File: config.mk
export PLATFORM = sky130hd
export DESIGN_NAME = dma_rd_streamer_flat
export DESIGN_NICKNAME = d
export VERILOG_FILES = /design/src/rtl/dma_rd_streamer_if.sv /design/src/rtl/dma_rd_streamer.sv /design/src/flat_wrapper.sv
export SDC_FILE = /design/constraint.sdc
export NUM_CORES = 1
export LEC_CHECK = 0
export CORE_UTILIZATION = 45
export DETAILED_ROUTE_END_ITERATION = 12
export PLACE_DENSITY = 0.79
export SLEW_MARGIN = 20
export SYNTH_ARGS = -nofsm -noshare
export SYNTH_HDL_FRONTEND = slang
export SYNTH_SLANG_ARGS = --single-unit
File: constraint.sdc
create_clock -name clk -period 6.8 [get_ports clk]
set_clock_uncertainty 0.2 [all_clocks]
set_input_delay 1.02 -clock clk [delete_from_list [all_inputs] [get_ports clk]]
set_output_delay 1.02 -clock clk [all_outputs]
set_load 0.01 [all_outputs]
File: src/rtl/dma_rd_streamer_if.sv
// Read-request channel between the DMA read streamer and the AXI master read
// port. One request is one burst: start address, beats-1, beat size, a byte
// strobe applied to every beat of the burst, and the burst mode.
//
// Handshake: rd_req_valid is raised by the master with all rd_req_* fields
// stable. Valid and fields are held until a cycle with rd_req_valid &&
// rd_req_ready, and that cycle is the transfer. Valid is never withdrawn
// before the transfer. Ready may be driven independently of valid.
//
// Signals:
//   rd_req_valid  master->slave  request valid
//   rd_req_ready  slave->master  request accepted
//   rd_req_addr   master->slave  burst start address
//   rd_req_alen   master->slave  beats-1
//   rd_req_size   master->slave  log2(bytes per beat)
//   rd_req_strb   master->slave  byte mask for every beat of the burst
//   rd_req_mode   master->slave  0=FIXED, 1=INCR
`timescale 1ns/1ps
interface dma_rd_streamer_if #(
    parameter int ADDR_WIDTH = 32,
    parameter int DATA_WIDTH = 32
);
    localparam int BPB = DATA_WIDTH / 8;

    logic                  rd_req_valid;
    logic                  rd_req_ready;
    logic [ADDR_WIDTH-1:0] rd_req_addr;
    logic [7:0]            rd_req_alen;
    logic [2:0]            rd_req_size;
    logic [BPB-1:0]        rd_req_strb;
    logic                  rd_req_mode;

    modport master (
        output rd_req_valid, rd_req_addr, rd_req_alen, rd_req_size,
               rd_req_strb, rd_req_mode,
        input  rd_req_ready
    );

    modport slave (
        input  rd_req_valid, rd_req_addr, rd_req_alen, rd_req_size,
               rd_req_strb, rd_req_mode,
        output rd_req_ready
    );
endinterface

File: src/rtl/dma_rd_streamer.sv
// Read-side DMA streamer. Turns one descriptor (source address, byte count,
// mode) into a sequence of AXI-legal read burst requests. Bursts never cross
// a 4KB page, never exceed MAX_BEATS (INCR) or 16 beats (FIXED), and a
// partial final beat is issued as its own single-beat burst with a narrowed
// strobe, because the downstream port applies one strobe to every beat.
//
// Ports:
//   clk, rst       clock, asynchronous active-high reset
//   start_i        descriptor strobe, sampled only in IDLE
//   src_addr_i     source start address (must be beat aligned)
//   num_bytes_i    bytes to transfer
//   mode_i         0=FIXED, 1=INCR
//   abort_i        abort request (level)
//   rd             read-request channel (master side)
//   busy_o         descriptor in progress
//   done_o         one-cycle completion pulse
//   aborted_o      with done_o: run ended by abort
//   err_o          with done_o: start address not beat aligned
//   req_cnt_o      bursts issued this run (wraps)
//   dbg_state_o    current FSM state (0 IDLE, 1 CALC, 2 REQ, 3 DONE)
`timescale 1ns/1ps
module dma_rd_streamer #(
    parameter int ADDR_WIDTH  = 32,
    parameter int DATA_WIDTH  = 32,
    parameter int BYTES_WIDTH = 32,
    parameter int MAX_BEATS   = 256
) (
    input  logic                   clk,
    input  logic                   rst,
    input  logic                   start_i,
    input  logic [ADDR_WIDTH-1:0]  src_addr_i,
    input  logic [BYTES_WIDTH-1:0] num_bytes_i,
    input  logic                   mode_i,
    input  logic                   abort_i,
    dma_rd_streamer_if.master      rd,
    output logic                   busy_o,
    output logic                   done_o,
    output logic                   aborted_o,
    output logic                   err_o,
    output logic [15:0]            req_cnt_o,
    output logic [1:0]             dbg_state_o
);
    localparam int BPB  = DATA_WIDTH / 8;
    localparam int SIZE = $clog2(BPB);

    typedef enum logic [1:0] {
        ST_IDLE = 2'd0,
        ST_CALC = 2'd1,
        ST_REQ  = 2'd2,
        ST_DONE = 2'd3
    } state_t;

    state_t                 state_q, state_d;
    logic [ADDR_WIDTH-1:0]  addr_q, addr_d;
    logic [BYTES_WIDTH-1:0] full_q, full_d;
    logic [SIZE-1:0]        tail_q, tail_d;
    logic                   mode_q, mode_d;
    logic [8:0]             beats_q, beats_d;
    logic                   abort_lat_q, abort_lat_d;
    logic                   req_valid_q, req_valid_d;
    logic [ADDR_WIDTH-1:0]  req_addr_q, req_addr_d;
    logic [7:0]             req_alen_q, req_alen_d;
    logic [2:0]             req_size_q, req_size_d;
    logic [BPB-1:0]         req_strb_q, req_strb_d;
    logic                   req_mode_q, req_mode_d;
    logic                   busy_q, busy_d;
    logic                   done_q, done_d;
    logic                   aborted_q, aborted_d;
    logic                   err_q, err_d;
    logic [15:0]            req_cnt_q, req_cnt_d;

    // Helpers for burst sizing from the current (aligned) address.
    logic [12:0]            page_rem;
    logic [12:0]            page_beats;
    logic [12:0]            limit;
    logic [8:0]             calc_beats;
    logic [8:0]             nb_m1;
    logic [BPB-1:0]         tail_strb;
    logic [BYTES_WIDTH-1:0] full_after;
    logic                   hs;
    logic                   last;
    logic                   stop_abort;

    always_comb begin
        // Beats left before the next 4KB page boundary.
        page_rem   = 13'd4096 - {1'b0, addr_q[11:0]};
        page_beats = page_rem >> SIZE;
        if (mode_q) begin
            limit = (page_beats < 13'(MAX_BEATS)) ? page_beats : 13'(MAX_BEATS);
        end else begin
            limit = 13'd16;
        end
        if (full_q < BYTES_WIDTH'(limit)) begin
            calc_beats = 9'(full_q);
        end else begin
            calc_beats = 9'(limit);
        end
        for (int i = 0; i < BPB; i++) begin
            tail_strb[i] = (i < int'(tail_q));
        end
        full_after = full_q - BYTES_WIDTH'(beats_q);
        hs         = req_valid_q & rd.rd_req_ready;
        stop_abort = abort_lat_q | abort_i;
        // The handshaken burst was the last one when nothing remains.
        last       = (full_q != '0) ? ((full_after == '0) && (tail_q == '0)) : 1'b1;
        nb_m1      = 9'd0;

        state_d     = state_q;
        addr_d      = addr_q;
        full_d      = full_q;
        tail_d      = tail_q;
        mode_d      = mode_q;
        beats_d     = beats_q;
        abort_lat_d = abort_lat_q;
        req_valid_d = req_valid_q;
        req_addr_d  = req_addr_q;
        req_alen_d  = req_alen_q;
        req_size_d  = req_size_q;
        req_strb_d  = req_strb_q;
        req_mode_d  = req_mode_q;
        busy_d      = busy_q;
        done_d      = 1'b0;
        aborted_d   = aborted_q;
        err_d       = err_q;
        req_cnt_d   = req_cnt_q;

        case (state_q)
            ST_IDLE: begin
                if (start_i) begin
                    addr_d      = src_addr_i;
                    mode_d      = mode_i;
                    full_d      = num_bytes_i >> SIZE;
                    tail_d      = num_bytes_i[SIZE-1:0];
                    req_cnt_d   = 16'd0;
                    busy_d      = 1'b1;
                    req_size_d  = 3'(SIZE);
                    abort_lat_d = 1'b0;
                    aborted_d   = 1'b0;
                    err_d       = 1'b0;
                    if (src_addr_i[SIZE-1:0] != '0) begin
                        err_d   = 1'b1;
                        done_d  = 1'b1;
                        state_d = ST_DONE;
                    end else if (num_bytes_i == '0) begin
                        done_d  = 1'b1;
                        state_d = ST_DONE;
                    end else begin
                        state_d = ST_CALC;
                    end
                end
            end
            ST_CALC: begin
                if (abort_i) begin
                    aborted_d = 1'b1;
                    done_d    = 1'b1;
                    state_d   = ST_DONE;
                end else begin
                    if (full_q != '0) begin
                        beats_d    = calc_beats;
                        req_strb_d = '1;
                    end else begin
                        // Only a partial beat remains: single narrowed beat.
                        beats_d    = 9'd1;
                        req_strb_d = tail_strb;
                    end
                    nb_m1       = beats_d - 9'd1;
                    req_alen_d  = nb_m1[7:0];
                    req_addr_d  = addr_q;
                    req_mode_d  = mode_q;
                    req_valid_d = 1'b1;
                    state_d     = ST_REQ;
                end
            end
            ST_REQ: begin
                if (abort_i) begin
                    abort_lat_d = 1'b1;
                end
                if (hs) begin
                    req_valid_d = 1'b0;
                    req_cnt_d   = req_cnt_q + 16'd1;
                    if (full_q != '0) begin
                        full_d = full_after;
                        if (mode_q) begin
                            addr_d = addr_q + (ADDR_WIDTH'(beats_q) << SIZE);
                        end
                    end else begin
                        tail_d = '0;
                    end
                    if (stop_abort || last) begin
                        aborted_d = stop_abort;
                        done_d    = 1'b1;
                        state_d   = ST_DONE;
                    end else begin
                        state_d = ST_CALC;
                    end
                end
            end
            ST_DONE: begin
                busy_d    = 1'b0;
                aborted_d = 1'b0;
                err_d     = 1'b0;
                state_d   = ST_IDLE;
            end
            default: state_d = ST_IDLE;
        endcase
    end

    always_ff @(posedge clk or posedge rst) begin
        if (rst) begin
            state_q     <= ST_IDLE;
            addr_q      <= '0;
            full_q      <= '0;
            tail_q      <= '0;
            mode_q      <= 1'b0;
            beats_q     <= '0;
            abort_lat_q <= 1'b0;
            req_valid_q <= 1'b0;
            req_addr_q  <= '0;
            req_alen_q  <= '0;
            req_size_q  <= '0;
            req_strb_q  <= '0;
            req_mode_q  <= 1'b0;
            busy_q      <= 1'b0;
            done_q      <= 1'b0;
            aborted_q   <= 1'b0;
            err_q       <= 1'b0;
            req_cnt_q   <= '0;
        end else begin
            state_q     <= state_d;
            addr_q      <= addr_d;
            full_q      <= full_d;
            tail_q      <= tail_d;
            mode_q      <= mode_d;
            beats_q     <= beats_d;
            abort_lat_q <= abort_lat_d;
            req_valid_q <= req_valid_d;
            req_addr_q  <= req_addr_d;
            req_alen_q  <= req_alen_d;
            req_size_q  <= req_size_d;
            req_strb_q  <= req_strb_d;
            req_mode_q  <= req_mode_d;
            busy_q      <= busy_d;
            done_q      <= done_d;
            aborted_q   <= aborted_d;
            err_q       <= err_d;
            req_cnt_q   <= req_cnt_d;
        end
    end

    assign rd.rd_req_valid = req_valid_q;
    assign rd.rd_req_addr  = req_addr_q;
    assign rd.rd_req_alen  = req_alen_q;
    assign rd.rd_req_size  = req_size_q;
    assign rd.rd_req_strb  = req_strb_q;
    assign rd.rd_req_mode  = req_mode_q;
    assign busy_o          = busy_q;
    assign done_o          = done_q;
    assign aborted_o       = aborted_q;
    assign err_o           = err_q;
    assign req_cnt_o       = req_cnt_q;
    assign dbg_state_o     = state_q;
endmodule

File: src/flat_wrapper.sv
// flat-port wrapper written by rule: the top's interface ports become plain ports
module dma_rd_streamer_flat 
#(
    parameter int ADDR_WIDTH  = 32,
    parameter int DATA_WIDTH  = 32,
    parameter int BYTES_WIDTH = 32,
    parameter int MAX_BEATS   = 256
)
  (clk, rst, start_i, src_addr_i, num_bytes_i, mode_i, abort_i, busy_o, done_o, aborted_o, err_o, req_cnt_o, dbg_state_o, rd_rd_req_valid, rd_rd_req_addr, rd_rd_req_alen, rd_rd_req_size, rd_rd_req_strb, rd_rd_req_mode, rd_rd_req_ready);
  dma_rd_streamer_if #(.ADDR_WIDTH(ADDR_WIDTH), .DATA_WIDTH(DATA_WIDTH)) rd_i ();
  input  logic clk;
  input  logic rst;
  input  logic start_i;
  input  logic [ADDR_WIDTH-1:0] src_addr_i;
  input  logic [BYTES_WIDTH-1:0] num_bytes_i;
  input  logic mode_i;
  input  logic abort_i;
  output logic busy_o;
  output logic done_o;
  output logic aborted_o;
  output logic err_o;
  output logic [15:0] req_cnt_o;
  output logic [1:0] dbg_state_o;
  output wire logic [$bits(rd_i.rd_req_valid)-1:0] rd_rd_req_valid;
  output wire logic [$bits(rd_i.rd_req_addr)-1:0] rd_rd_req_addr;
  output wire logic [$bits(rd_i.rd_req_alen)-1:0] rd_rd_req_alen;
  output wire logic [$bits(rd_i.rd_req_size)-1:0] rd_rd_req_size;
  output wire logic [$bits(rd_i.rd_req_strb)-1:0] rd_rd_req_strb;
  output wire logic [$bits(rd_i.rd_req_mode)-1:0] rd_rd_req_mode;
  input wire logic [$bits(rd_i.rd_req_ready)-1:0] rd_rd_req_ready;
  assign rd_rd_req_valid = rd_i.rd_req_valid;
  assign rd_rd_req_addr = rd_i.rd_req_addr;
  assign rd_rd_req_alen = rd_i.rd_req_alen;
  assign rd_rd_req_size = rd_i.rd_req_size;
  assign rd_rd_req_strb = rd_i.rd_req_strb;
  assign rd_rd_req_mode = rd_i.rd_req_mode;
  assign rd_i.rd_req_ready = rd_rd_req_ready;
  dma_rd_streamer #(.ADDR_WIDTH(ADDR_WIDTH), .DATA_WIDTH(DATA_WIDTH), .BYTES_WIDTH(BYTES_WIDTH), .MAX_BEATS(MAX_BEATS)) u_core (.clk(clk), .rst(rst), .start_i(start_i), .src_addr_i(src_addr_i), .num_bytes_i(num_bytes_i), .mode_i(mode_i), .abort_i(abort_i), .rd(rd_i), .busy_o(busy_o), .done_o(done_o), .aborted_o(aborted_o), .err_o(err_o), .req_cnt_o(req_cnt_o), .dbg_state_o(dbg_state_o));
endmodule
==> impl_metrics.csv <==
group,metric,value,unit
run_status,status,"completed",
grt,grt_pass1_wl,43.2,mm
sta,tightest_slew,1.02,ns
floorplanning,die_w,144,um
yosys,syn_area_per_cell,8.38,um2
worst_setup_path,cp.arrival,4.96,ns
placement,dp.cells,1440,
cts,cts_max_level,4,
worst_setup_path,path_cells,"nor4_1 -> a31oi_1 -> nand2b_1 -> ha_1 -> a21o_1 -> a211o_1 -> a2111oi_4 -> nand2_4 -> a211oi_1 -> ha_1 -> nand4_1 -> xnor2_1 -> o21ai_1",
floorplanning,pin_count,141,
routing,wl_per_cell,18.3,um
routing,routed_via_density,6.00,
cts,cts_buffers,17,
layout,drive_gt1_frac,0.0638,
layout,antennaDiodeCount,0,
sta,setup_viol,0,
routing,postRouteAntennaNets,0,
worst_setup_path,critPathSlowestCell,"nor4_1",
routing,drt_wl_total,26.9,mm
routing,drt_iter0_markers,797,
yosys,synth_seq_cells,146,
cts,cts.path.max_buffers,2,
routing,drc,0,
yosys,yosysTopAreaCell,"dfrtp_1",
hold_path,worstHoldPathType,"register to register",
layout,register_area,3650,um2
yosys,synth_most_common_cell,"nand2_1",
sta,slew_viol_final,0,
sta,rsz0062_at_grt,"false",
grt,grt_pass1_vias,8217,
worst_setup_path,critPathLaunchType,"register",
yosys,yosysWarnings,0,
layout,nNetsFinal,1300,
cts,cts_tree,"yes",
worst_setup_path,slowest_delay,0.82,ns
routing,vias,8825,
sta,setup-tns-final,0,ns
floorplanning,rows,51,
cts,ctsResizeCount,0,
cts,clock-root-buffer,"clkbuf_16",
floorplanning,die_h,144,um
power_and_ir_drop,power_density,511,nW/um2
yosys,synth_area_leaders,"dfrtp_1 40%, nand2_1 7.6%, ha_1 4.7%, a21oi_1 4.5%, o21ai_0 4.4%",
worst_setup_path,crit_fanout,10,
cts,cts_setup_buffers,0,
yosys,ys_seq_area_frac,0.401,
cts,clk_pin_slew,0.06,ns
sta,hold_viol,0,
sta,relSlewSlack,0.318,
yosys,async_flop_share,1.00,
worst_setup_path,cp-end-kind,"register",
floorplanning,dieArea,20800,um2
placement,postPlaceCellArea,10700,um2
yosys,synthCells,1089,
layout,fillCellCount,1785,
power_and_ir_drop,max-vdd-ir-drop,200,uV
run,cap_viol_max_count,0,
layout,final_cell_area,11200,um2
grt,grt_usage,0.268,
cts,clk_latency,0.42,ns
layout,fin_util,0.572,
yosys,synth_edf_count,0,
sta,fmaxAchievable,0.206,GHz
worst_setup_path,worstSetupPathType,"register to register",
floorplanning,start_util,0.464,
sta,period_needed,4.86,ns
yosys,synth_cell_types,76,
worst_setup_path,worstPathRequired,6.90,ns
routing,firstDrtPassIters,5,
yosys,synth_area,9120,um2
cts,cts_hold_buf,0,
grt,antenna_found_initial,0,
sta,period_share,0.715,
yosys,synth.cells.most_frequent,"184 x nand2_1, 146 x dfrtp_1, 86 x nor2_1",
floorplanning,coreArea,19700,um2
sta,timing.hold.ws,0.273,ns
power_and_ir_drop,p_leak,4.64,nW
layout,final_cells,1471,
yosys,netlist.area_leader.share,0.401,
layout,multi_input_area,5110,um2
worst_setup_path,crit_path_frequent_cell,"ha_1",
yosys,synthFlopType,"dfrtp_1",
grt,grt_max_degree,103,
placement,port_buffers,138,
layout,area_delta_synth_final,23.3,%
grt,grt.overflow.total,0,
placement,dp_hpwl,19.6,mm
placement,place.gp.congestion,0.925,
cts,cts.sink_count,146,
[layer usage]
layer	track usage	up-vias	share of wire
met2	0.413	386	0.45
met3	0.0493	53	0.067
li1	-	4162	-
met5	0	-	0
met1	0.372	4224	0.45
met4	0.102	0	0.029
[per-stage QoR]
step | setup slack [ns] | total power, mW
final | 1.94 | 5.74
after CTS | 2.06 | 5.70
after global placement | 2.25 | 4.70
after detailed placement | 2.06 | 4.78
after global routing | 1.44 | 6.18
after floorplan | 1.66 | 3.76
[worst max-delay path: cells and delay by family, from the launching register on]
kind | cells | cell delay (ns)
compound gates | 6 | 1.95
simple gates | 4 | 1.44
fa+ha+maj | 2 | 0.50
flops | 1 | 0.46
xor+xnor | 1 | 0.17
[sequential cells by signal, summed over array words and instances, names as in the netlist]
signal and flops:
u_core.addr_q 32, u_core.full_q 32, u_core.rd.rd_req_addr 32, u_core.req_cnt_o 16
u_core.beats_q 9, u_core.rd.rd_req_alen 8, u_core.rd.rd_req_strb 4, u_core.dbg_state_o 2
u_core.tail_q 2, u_core.abort_lat_q 1, u_core.aborted_o 1, u_core.busy_o 1
u_core.done_o 1, u_core.err_o 1, u_core.mode_q 1, u_core.rd.rd_req_mode 1
u_core.rd.rd_req_size 1, u_core.rd.rd_req_valid 1
[cells in the final DEF, fill, tap and decap left out, types with 7 or more instances in the layout]
| cell type | count |
|---|---|
| nor2b_1 | 8 |
| clkbuf_16 | 17 |
| and3_1 | 15 |
| a21oi_1 | 81 |
| o22ai_1 | 21 |
| a31oi_1 | 16 |
| mux2i_1 | 17 |
| o21a_1 | 9 |
| dfrtp_1 | 146 |
| nor2_1 | 85 |
| nand4_1 | 20 |
| a211oi_1 | 11 |
| o31ai_1 | 8 |
| o21ai_0 | 80 |
| nand3_1 | 29 |
| or3_1 | 13 |
| ha_1 | 33 |
| inv_1 | 32 |
| nor4_1 | 18 |
| a21o_1 | 7 |
| o211ai_1 | 11 |
| or2_2 | 7 |
| nor3_1 | 15 |
| o22a_1 | 9 |
| buf_4 | 10 |
| xor2_1 | 15 |
| xnor2_1 | 14 |
| nand2_1 | 184 |
| clkdlybuf4s50_1 | 138 |
| nand2b_1 | 8 |
| a2bb2oi_1 | 8 |
[layout make-up]
| class | instances | share of cell area |
|---|---|---|
| Clock buffer | 20 | 0.0406 |
| Multi-Input combinational cell | 847 | 0.454 |
| Timing Repair Buffer | 148 | 0.130 |
| Clock inverter | 11 | 0.00924 |
| Tap cell | 265 | 0.0295 |
| Sequential cell | 146 | 0.325 |
| Inverter | 34 | 0.0118 |
[path summary, 6_finish.rpt]
path	startpoint	endpoint	slack, ns	depth (start not counted)
min in group asynchronous	rst	u_core.req_cnt_o[15]$_DFFE_PP0P_	0.97	2
setup / recovery	u_core.addr_q[3]$_DFFE_PP0P_	u_core.rd.rd_req_alen[6]$_DFFE_PP0P_	1.94	13
setup reg to reg	u_core.addr_q[3]$_DFFE_PP0P_	u_core.rd.rd_req_alen[6]$_DFFE_PP0P_	1.94	13
max in group asynchronous	rst	u_core.addr_q[5]$_DFFE_PP0P_	4.26	3
hold / removal	u_core.rd.rd_req_addr[9]$_DFFE_PP0P_	u_core.rd.rd_req_addr[9]$_DFFE_PP0P_	0.27	2
hold reg to reg	u_core.rd.rd_req_addr[9]$_DFFE_PP0P_	u_core.rd.rd_req_addr[9]$_DFFE_PP0P_	0.27	2
[kinds of logic (layout without fill, tap and decap cells)]
kind of cell / Yosys count / count (layout) / share of synthesized area
adders and majority gates: 36 / 36 / 0.0510
other: 2 / 4 / 0.000823
buffers and inverters: 98 / 213 / 0.0427
DFF: 146 / 146 / 0.401
muxes: 24 / 24 / 0.0289
xor gates and xnor gates: 29 / 29 / 0.0278
and+or+nand+nor: 432 / 432 / 0.222
AOI/OAI and AO/OA: 322 / 322 / 0.226
[power breakdown]
group          total (mW)  switching [mW]  internal (mW)
clock network       0.901           0.380          0.522
registers            1.70           0.452           1.24
logic                3.14            1.83           1.31
total                5.74            2.66           3.07
(Power assumes the default switching activity.)
